<file path="config.mk">
export PLATFORM = sky130hd
export DESIGN_NAME = mac_dot_sequencer
export DESIGN_NICKNAME = d
export VERILOG_FILES = /design/src/rtl/mac_dot_sequencer.sv
export SDC_FILE = /design/constraint.sdc
export NUM_CORES = 1
export LEC_CHECK = 0
export CAP_MARGIN = 10
export CORE_MARGIN = 3
export CORE_UTILIZATION = 42
export DETAILED_ROUTE_END_ITERATION = 6
export HOLD_SLACK_MARGIN = 0.12
export PLACE_DENSITY_LB_ADDON = 0.12
export SYNTH_ARGS = -nofsm -noshare
export SYNTH_HDL_FRONTEND = slang
export SYNTH_SLANG_ARGS = --single-unit
</file>
<file path="constraint.sdc">
create_clock -name clk -period 2.3 [get_ports clk]
set_input_delay 0.46 -clock clk [delete_from_list [all_inputs] [get_ports clk]]
set_output_delay 0.46 -clock clk [all_outputs]
set_load 0.05 [all_outputs]
</file>
<file path="src/rtl/mac_dot_sequencer.sv">
// mac_dot_sequencer: issues one shift-add multiplier transaction per accepted operand pair
// and accumulates the products into a dot-product sum. Build option: MAC_SAT_EN (saturating sum).
module mac_dot_sequencer #(
    parameter int DATA_WIDTH = 8,
    parameter int ACC_WIDTH  = 16,
    parameter int SUM_WIDTH  = 24,
    parameter int LEN_WIDTH  = 4
) (
    input  logic                  clk,
    input  logic                  rst_n,
    input  logic [LEN_WIDTH-1:0]  cfg_len,
    input  logic                  in_valid,
    output logic                  in_ready,
    input  logic [DATA_WIDTH-1:0] in_m,
    input  logic [DATA_WIDTH-1:0] in_q,
    output logic                  mul_start,
    output logic [DATA_WIDTH-1:0] mul_m,
    output logic [DATA_WIDTH-1:0] mul_q,
    input  logic [ACC_WIDTH-1:0]  mul_product,
    input  logic                  mul_ready,
    output logic                  out_valid,
    input  logic                  out_ready,
    output logic [SUM_WIDTH-1:0]  out_sum,
    output logic                  out_ovf
);

    localparam logic [2:0] IDLE  = 3'd0;
    localparam logic [2:0] START = 3'd1;
    localparam logic [2:0] GAP   = 3'd2;
    localparam logic [2:0] WAIT  = 3'd3;
    localparam logic [2:0] OUT   = 3'd4;

    logic [2:0]            state_reg, state_next;
    logic [DATA_WIDTH-1:0] mul_m_reg, mul_q_reg;
    logic [LEN_WIDTH-1:0]  term_cnt_reg, len_reg;
    logic [SUM_WIDTH-1:0]  sum_reg, sum_next;

    logic                  accept;
    logic                  capture;
    logic                  out_fire;
    logic                  first_term;
    logic                  last_term;
    logic [LEN_WIDTH-1:0]  cnt_inc;
    logic [LEN_WIDTH-1:0]  len_eff;

    // Handshake outputs decode the registered state only, so reset clears them at once.
    assign in_ready  = (state_reg == IDLE);
    assign mul_start = (state_reg == START);
    assign out_valid = (state_reg == OUT);
    assign mul_m     = mul_m_reg;
    assign mul_q     = mul_q_reg;
    assign out_sum   = sum_reg;

    assign accept     = in_valid && in_ready;
    assign capture    = (state_reg == WAIT) && mul_ready;
    assign out_fire   = out_valid && out_ready;
    assign first_term = (term_cnt_reg == '0);
    assign cnt_inc    = term_cnt_reg + LEN_WIDTH'(1);
    assign last_term  = (cnt_inc == len_reg);
    assign len_eff    = (cfg_len == '0) ? LEN_WIDTH'(1) : cfg_len;

`ifdef MAC_SAT_EN
    logic                 ovf_reg, ovf_next;
    logic [SUM_WIDTH:0]   add_full;

    assign add_full = {1'b0, sum_reg} + {1'b0, SUM_WIDTH'(mul_product)};

    // A carry out of the top bit clamps the sum to all-ones; the flag stays set for the vector.
    always_comb begin
        sum_next = add_full[SUM_WIDTH-1:0];
        ovf_next = ovf_reg;
        if (add_full[SUM_WIDTH]) begin
            sum_next = '1;
            ovf_next = 1'b1;
        end
    end

    assign out_ovf = ovf_reg;
`else
    always_comb begin
        sum_next = sum_reg + SUM_WIDTH'(mul_product);
    end

    assign out_ovf = 1'b0;
`endif

    always_comb begin
        state_next = state_reg;
        case (state_reg)
            IDLE:    if (in_valid) state_next = START;
            START:   state_next = GAP;
            // GAP exists so an idle-high mul_ready from before the start is never taken as done.
            GAP:     state_next = WAIT;
            WAIT:    if (mul_ready) state_next = last_term ? OUT : IDLE;
            OUT:     if (out_ready) state_next = IDLE;
            default: state_next = IDLE;
        endcase
    end

    always_ff @(posedge clk or negedge rst_n) begin
        if (!rst_n) begin
            state_reg <= IDLE;
        end else begin
            state_reg <= state_next;
        end
    end

    always_ff @(posedge clk or negedge rst_n) begin
        if (!rst_n) begin
            mul_m_reg    <= '0;
            mul_q_reg    <= '0;
            term_cnt_reg <= '0;
            len_reg      <= LEN_WIDTH'(1);
            sum_reg      <= '0;
`ifdef MAC_SAT_EN
            ovf_reg      <= 1'b0;
`endif
        end else begin
            if (accept) begin
                mul_m_reg <= in_m;
                mul_q_reg <= in_q;
                // The first pair of a vector fixes its length and starts a fresh sum.
                if (first_term) begin
                    len_reg <= len_eff;
                    sum_reg <= '0;
`ifdef MAC_SAT_EN
                    ovf_reg <= 1'b0;
`endif
                end
            end
            if (capture) begin
                sum_reg      <= sum_next;
                term_cnt_reg <= cnt_inc;
`ifdef MAC_SAT_EN
                ovf_reg      <= ovf_next;
`endif
            end
            if (out_fire) begin
                term_cnt_reg <= '0;
            end
        end
    end

endmodule

</file>
==> metrics.md, run 1 <==
| Metric | Value |
|---|---|
| Status | `complete, no violations` |
| Ant. Diodes | `0` |
| Post-synth top area share | `41.2%` |
| # fillers | `602` |
| CTS Sinks | `51` |
| CP peak stage delay | `0.45 ns` |
| Global Route Usage Sum | `a little under a fifth` |
| Area Overhead vs Synth | `47.8%` |
| Setup crit start kind | `input port` |
| Port bufs | `83` |
| Async SR Flop Fraction | `100%` |
| Top Ports | `85` |
| First-pass GRT wire length | `about 13000 um` |
| Max-Cap Viols | `0` |
| Peak supply drop | `between 0.6 and 0.7 mV` |
| Mapped cell area | `~3000 um2` |
| GPL Wtd Cong | `0.866` |
| Worst Setup End Kind | `flip-flop` |
| Slew of the pin with the lowest slew margin | `0.927 ns` |
| 1st-pass router iterations | `4` |
| DRT Wirelength | `between 7000 and 8000 um` |
| Largest net degree at the start of global routing | `30` |
| Total power divided by cell area | `1530 nW/um2` |
| Synth cell types | `52` |
| Max_slew headroom | `38.0%` |
| Cells after synthesis | `just under 300` |
| Skew-Pair Late Insertion Delay | `between 0.3 and 0.4 ns` |
| Worst-path clk slew | `0.10 ns` |
| CP arrival | `around 2.5 ns` |
| Worst-path maximum fanout | `4` |
| RSZ-0062 raised after global routing | `yes` |
| Req. time, crit path | `2.55 ns` |
| EDFF count, synth | `0` |
| H-Tree Depth | `2` |
| CTS tree | `yes` |
| Largest register FFs | `24` |
| Leakage | `0.00200 uW` |
| WS Path Type | `input port to flip-flop` |
| Vias in the first global route | `2720` |
| Clock Path Buffers | `2` |
| Post-Layout Cell Count | `512` |
| Final antenna-violating net count | `0` |
| Total gr overflow | `0` |
| Initial antenna violation count | `0` |
| Worst hold path type | `input port to async pin` |
| DPL Wire Length | `about 5900 um` |
| Crit share post-route | `97.4%` |
| CTS root buf | `clkbuf_8` |
| Initial Utilization | `between 40% and 50%` |
| Die Width | `roughly 91 um` |
| Sequential area share after synthesis | `42.0%` |
| Drt drc | `0` |
| Clk_skew | `0.00462 ns` |
| Minimum clock period | `2.24 ns` |
| Die Y | `91.1 um` |
| Syn Area/Cell | `10.2 um2` |
| Post-synth top area cell | `dfrtp_1` |
| FMAX | `around 450 MHz` |
| Crit path buffers/inverters | `1` |
| Dpl cell area | `4230 um2` |
| Die area | `between 8000 and 9000 um2` |
| CP max-delay cell | `clkdlybuf4s50_1` |
| Yosys warns | `0` |
| Routed wire length per instance | `15.2 um` |
| Main synth FF type | `dfrtp_1` |
| Inserted Clock Buffers | `5` |
| Post-layout instance area | `4490 um2` |
| Top cells by area, synth | `dfrtp_1, ha_1, mux2_2` |
| Syn_nets | `357` |
| Critical path's top delay family | `compound AO/OA/AOI/OAI gates` |
| Synthesis-stage register bit count | `51` |
| 1st-iter DRT viols | `104` |
| Total number of vias | `~2700` |
| Via/cell ratio | `5.26` |
| Core Box Area | `6910 um2` |
| Final nets | `roughly 480` |
| Fraction of layout cells with a size suffix above 1 | `22.6%` |
| Worst-path cell chain | `clkdlybuf4s50_1, ha_4, o211ai_2, o21ai_2, nor2b_1, o311a_4, or3_1, nand3_1` |
| # rows | `30` |
| Final hold vios | `0` |
| Fin. max-slew vios | `0` |
| Placed insts | `501` |
| Final Setup Violations | `0` |
## cells in the final DEF, fill, tap and decap left out, types with 4 or more instances in the layout
cell type and n:
and3_1 7, nor3b_1 4, clkdlybuf4s50_1 76, dfrtp_1 49
nand4_1 4, nor3_1 4, clkbuf_8 5, nor2b_1 4
mux2i_1 8, a21oi_2 6, a22o_1 15, mux2_2 19
o21ai_0 10, nand3_1 5, ha_4 5, xor2_1 10
nand2_1 29, xnor2_1 11, inv_1 7, a21oi_1 16
ha_1 13, nor2_1 17, buf_4 37
## path summary, 6_finish.rpt
kind	from	end	slack, ns	cells after the start
setup / recovery	mul_product[2]	out_sum[23]	0.06	8
hold / removal	rst_n	out_sum[8]	0.12	1
setup reg to reg	out_sum[0]	out_sum[20]	0.08	8
hold reg to reg	len_reg[0]	len_reg[0]	0.49	2
max in group asynchronous	rst_n	len_reg[0]	1.56	2
min in group clk	len_reg[0]	len_reg[0]	0.49	2
## synthesized netlist by cell type, types with 3 or more instances
cell,n
nand3_1,5
and3_1,7
a31oi_1,4
o21a_1,3
nor2b_1,4
a21oi_1,22
nor3_1,5
xnor2_1,11
nor3b_1,4
inv_1,7
mux2i_1,8
nor2_1,18
o21ai_0,11
buf_2,6
mux2_2,19
xor2_1,10
ha_1,18
nand2_1,29
nand4_1,4
dfrtp_1,50
a22o_1,15
## per-layer routing
layer	wire length, um	part of all wire [%]	global-route usage, %
met1	3750	48	26.0
met5	0	0	0
met4	68	0.88	4.77
met2	3650	47	30.9
met3	285	3.7	3.23
## logic make-up after synthesis
group / after synthesis / synth area share (%)
AO/OA/AOI/OAI: 77 / 17.8
XOR/XNOR: 21 / 6.05
adder cells (fa/ha/maj): 19 / 8.07
buffers and inverters: 16 / 2.35
flip-flops: 51 / 42.0
multiplexers: 27 / 9.68
other: 1 / 0.123
AND/OR/NAND/NOR: 85 / 13.9
## final cells by class
type                            instances  area [um2]  share of cell area (%)
Multi-Input combinational cell        230        1810                    40.4
Sequential cell                        51        1280                    28.5
Clock inverter                          3        71.3                    1.59
Tap cell                               96         120                    2.67
Timing Repair Buffer                  120        1110                    24.8
Clock buffer                            5        68.8                    1.53
Inverter                                7        26.3                   0.585
## metrics by stage
step	hold WS (ns)	setup TNS [ns]	total power [uW]	setup slack (ns)	util, %
2_1_floorplan	0.164	-0.00177	4450	-0.00157	-
6_report	0.119	0	6880	0.0590	65.1
3_3_place_gp	0.473	-5.19	5840	-0.444	61.2
5_1_grt	0.147	-0.0628	7290	-0.0493	65.1
3_5_place_dp	0.469	-5.48	5930	-0.482	61.2
4_1_cts	0.128	0	6750	0.000859	63.5
## repair_timing
action / CTS / global route
setup endpoints to repair: 9 / 14
hold buffers: 0 / 0
buffers inserted: 2 / 1
resized for setup: 5 / 17
pin swaps: 4 / 5
## worst reg2reg max path, stage by stage, from the launching register on
cell and delay (ns):
dfrtp_2 0.45, ha_4 0.17, fa_2 0.35, a211oi_2 0.24, o21ai_2 0.09, a41o_1 0.23, or2_4 0.27, a21oi_2 0.15
mux2i_1 0.20
## power breakdown
group | internal, uW | total, uW | switching (uW) | leakage (uW)
Clock | 442 | 769 | 327 | 0.0000703
Sequential | 1300 | 1670 | 367 | 0.000631
Combinational | 1930 | 4450 | 2520 | 0.00130
Total | 3670 | 6880 | 3210 | 0.00200
Note: power is estimated with default switching activity, not from simulation.
==> run 2, diff against run 1 <==
Settings changed: CORE_UTILIZATION 42 to 30, CTS_CLUSTER_SIZE set to 20.
Clock period 2.3 ns to 2.36 ns, I/O delays scaled along.
==> run 2 against run 1 <==
  * Design area decreased by 0.47%
  * Critical endpoint unchanged
  * Critical path depth unchanged
  * Non-clock buffer count is 4 higher
==> metrics.md, run 2 (synthesized netlist as in run 1, its figures left out) <==
| Metric | Value |
|---|---|
| Commonest cells after routing, fill and taps aside | `clkdlybuf4s50_1, dfrtp_1, buf_4` |
| WS Path Type | `input port to flip-flop` |
| Req. time, crit path | `2.60 ns` |
| Initial Utilization | `between 30 and 40%` |
| RSZ-0062 raised after global routing | `yes` |
| Crit share post-route | `between 90% and 100%` |
| Global Route Usage Sum | `approximately 14%` |
| Skew-Pair Late Insertion Delay | `around 0.3 ns` |
| Setup crit start kind | `input port` |
| M1 wire length | `3690 um` |
| Area of the multi-input gates | `1750 um2` |
| Most common cell after layout, fill and taps aside | `clkdlybuf4s50_1` |
| Port bufs | `83` |
| Worst hold path type | `input port to async pin` |
| Core Box Area | `9820 um2` |
| Slew of the pin with the lowest slew margin | `0.684 ns` |
| Inserted Clock Buffers | `5` |
| H-Tree Depth | `2` |
| Total gr overflow | `0` |
| Final nets | `479` |
| Vias in the first global route | `~2700` |
| Final antenna-violating net count | `0` |
| 1st-iter DRT viols | `between 100 and 150` |
| # rows | `36` |
| GPL Wtd Cong | `about 0.78` |
| Total power divided by cell area | `1450 nW/um2` |
| CTS Hold Buffers Added | `0` |
| Max-Cap Viols | `0` |
| Leakage | `0.00199 uW` |
| CTS Sinks | `51` |
| Largest net degree at the start of global routing | `29` |
| Total number of vias | `2647` |
| Worst-path maximum fanout | `4` |
| CP arrival | `2.52 ns` |
| Die Width | `approximately 110 um` |
| Routed wire length per instance | `between 10 and 15 um` |
| Peak supply drop | `0.503 mV` |
| Max Used Layer | `met4` |
| Die area | `11400 um2` |
| Worst Setup End Kind | `flip-flop` |
| Drt drc | `0` |
| Final hold vios | `0` |
| CTS root buf | `clkbuf_8` |
| Fin. max-slew vios | `0` |
| # fillers | `1023` |
| Final Setup Violations | `0` |
| Met3 routed WL | `between 300 and 400 um` |
| Fraction of layout cells with a size suffix above 1 | `about 22%` |
| Minimum clock period | `2.28 ns` |
| Via/cell ratio | `4.79` |
| CTS tree | `yes` |
| FMAX | `439 MHz` |
| First-pass GRT wire length | `13200 um` |
| Seq. cell area | `between 1000 and 1500 um2` |
| Met2 WL post-DR | `approximately 4000 um` |
| Total power | `6480 uW` |
| Area Overhead vs Synth | `47.1%` |
| Clk_skew | `approximately 0.0048 ns` |
| Max_slew headroom | `54.4%` |
| Pre-CTS setup slack | `-0.449 ns` |
| DRT Wirelength | `around 8000 um` |
| DPL Wire Length | `between 6000 and 7000 um` |
| Worst-path clk slew | `about 0.10 ns` |
| Top Ports | `85` |
| Ant. Diodes | `0` |
| Status | `complete, no violations` |
| 1st-pass router iterations | `4` |
| Die Y | `107 um` |
| Largest register FFs | `24` |
| Clock Path Buffers | `2` |
| Setup ws final | `0.0842 ns` |
| Initial antenna violation count | `0` |
## run 2: changes by cell type in the layout (fill, tap and decap cells not counted), sizes merged
cell	previous run	this run
dlymetal6s2s	2	1
buf	39	45
bufinv	2	0
clkdlybuf4s50	76	77
clkinv	0	2
dlygate4sd2	3	1
## run 2: final timing paths
check,cells after the start,start,slack (ns),to
min in group clk,2,len_reg[0],0.50,len_reg[0]
max reg2reg,8,out_sum[0],0.10,out_sum[16]
min reg2reg,2,len_reg[0],0.50,len_reg[0]
max,8,mul_product[2],0.08,out_sum[23]
min,1,rst_n,0.20,out_sum[11]
max in group asynchronous,2,rst_n,1.58,out_sum[0]
## run 2: per-layer routing
layer,up-vias,GRT usage [%]
li1,1325,-
met1,1263,18.6
met2,57,24.9
met3,2,3.07
met4,0,2.83
met5,-,0
## run 2: cell type report
class                      count  share of cell area (%)
clock buffer                   5                    1.54
clock inverter                 3                   0.420
inverter                       7                   0.588
multi-input combinational    230                    39.1
sequential                    51                    28.6
tap                          133                    3.72
timing repair buffer         124                    26.0
## run 2: what timing repair did
| action | 4_1_cts | 5_1_grt |
|---|---|---|
| setup endpoints to repair | 3 | 8 |
| resized for setup | 4 | 10 |
| pin swaps | 7 | 5 |
| setup buffers | 4 | 1 |
## run 2: per-stage QoR
stage	util (%)	instance area (um2)	hold WS (ns)	instances	setup TNS [ns]
2_1_floorplan	-	3050	0.176	297	0
3_3_place_gp	43.8	4300	0.484	540	-4.01
3_5_place_dp	43.8	4300	0.484	540	-4.57
4_1_cts	45.1	4430	0.212	552	0
5_1_grt	45.5	4470	0.233	553	-0.0139
6_report	45.5	4470	0.199	553	0
## run 2: critical path, stage by stage
cell             delay (ns)
clkdlybuf4s50_1        0.41
ha_2                   0.38
o211ai_2               0.09
o21ai_2                0.21
nor2b_1                0.11
o311a_4                0.41
or3_1                  0.35
nand3_1                0.09
## run 2: where the power goes
part           leakage, uW  switching, uW  internal, uW
clock            0.0000483            317           210
combinational      0.00131           2450          1900
sequential        0.000631            338          1270
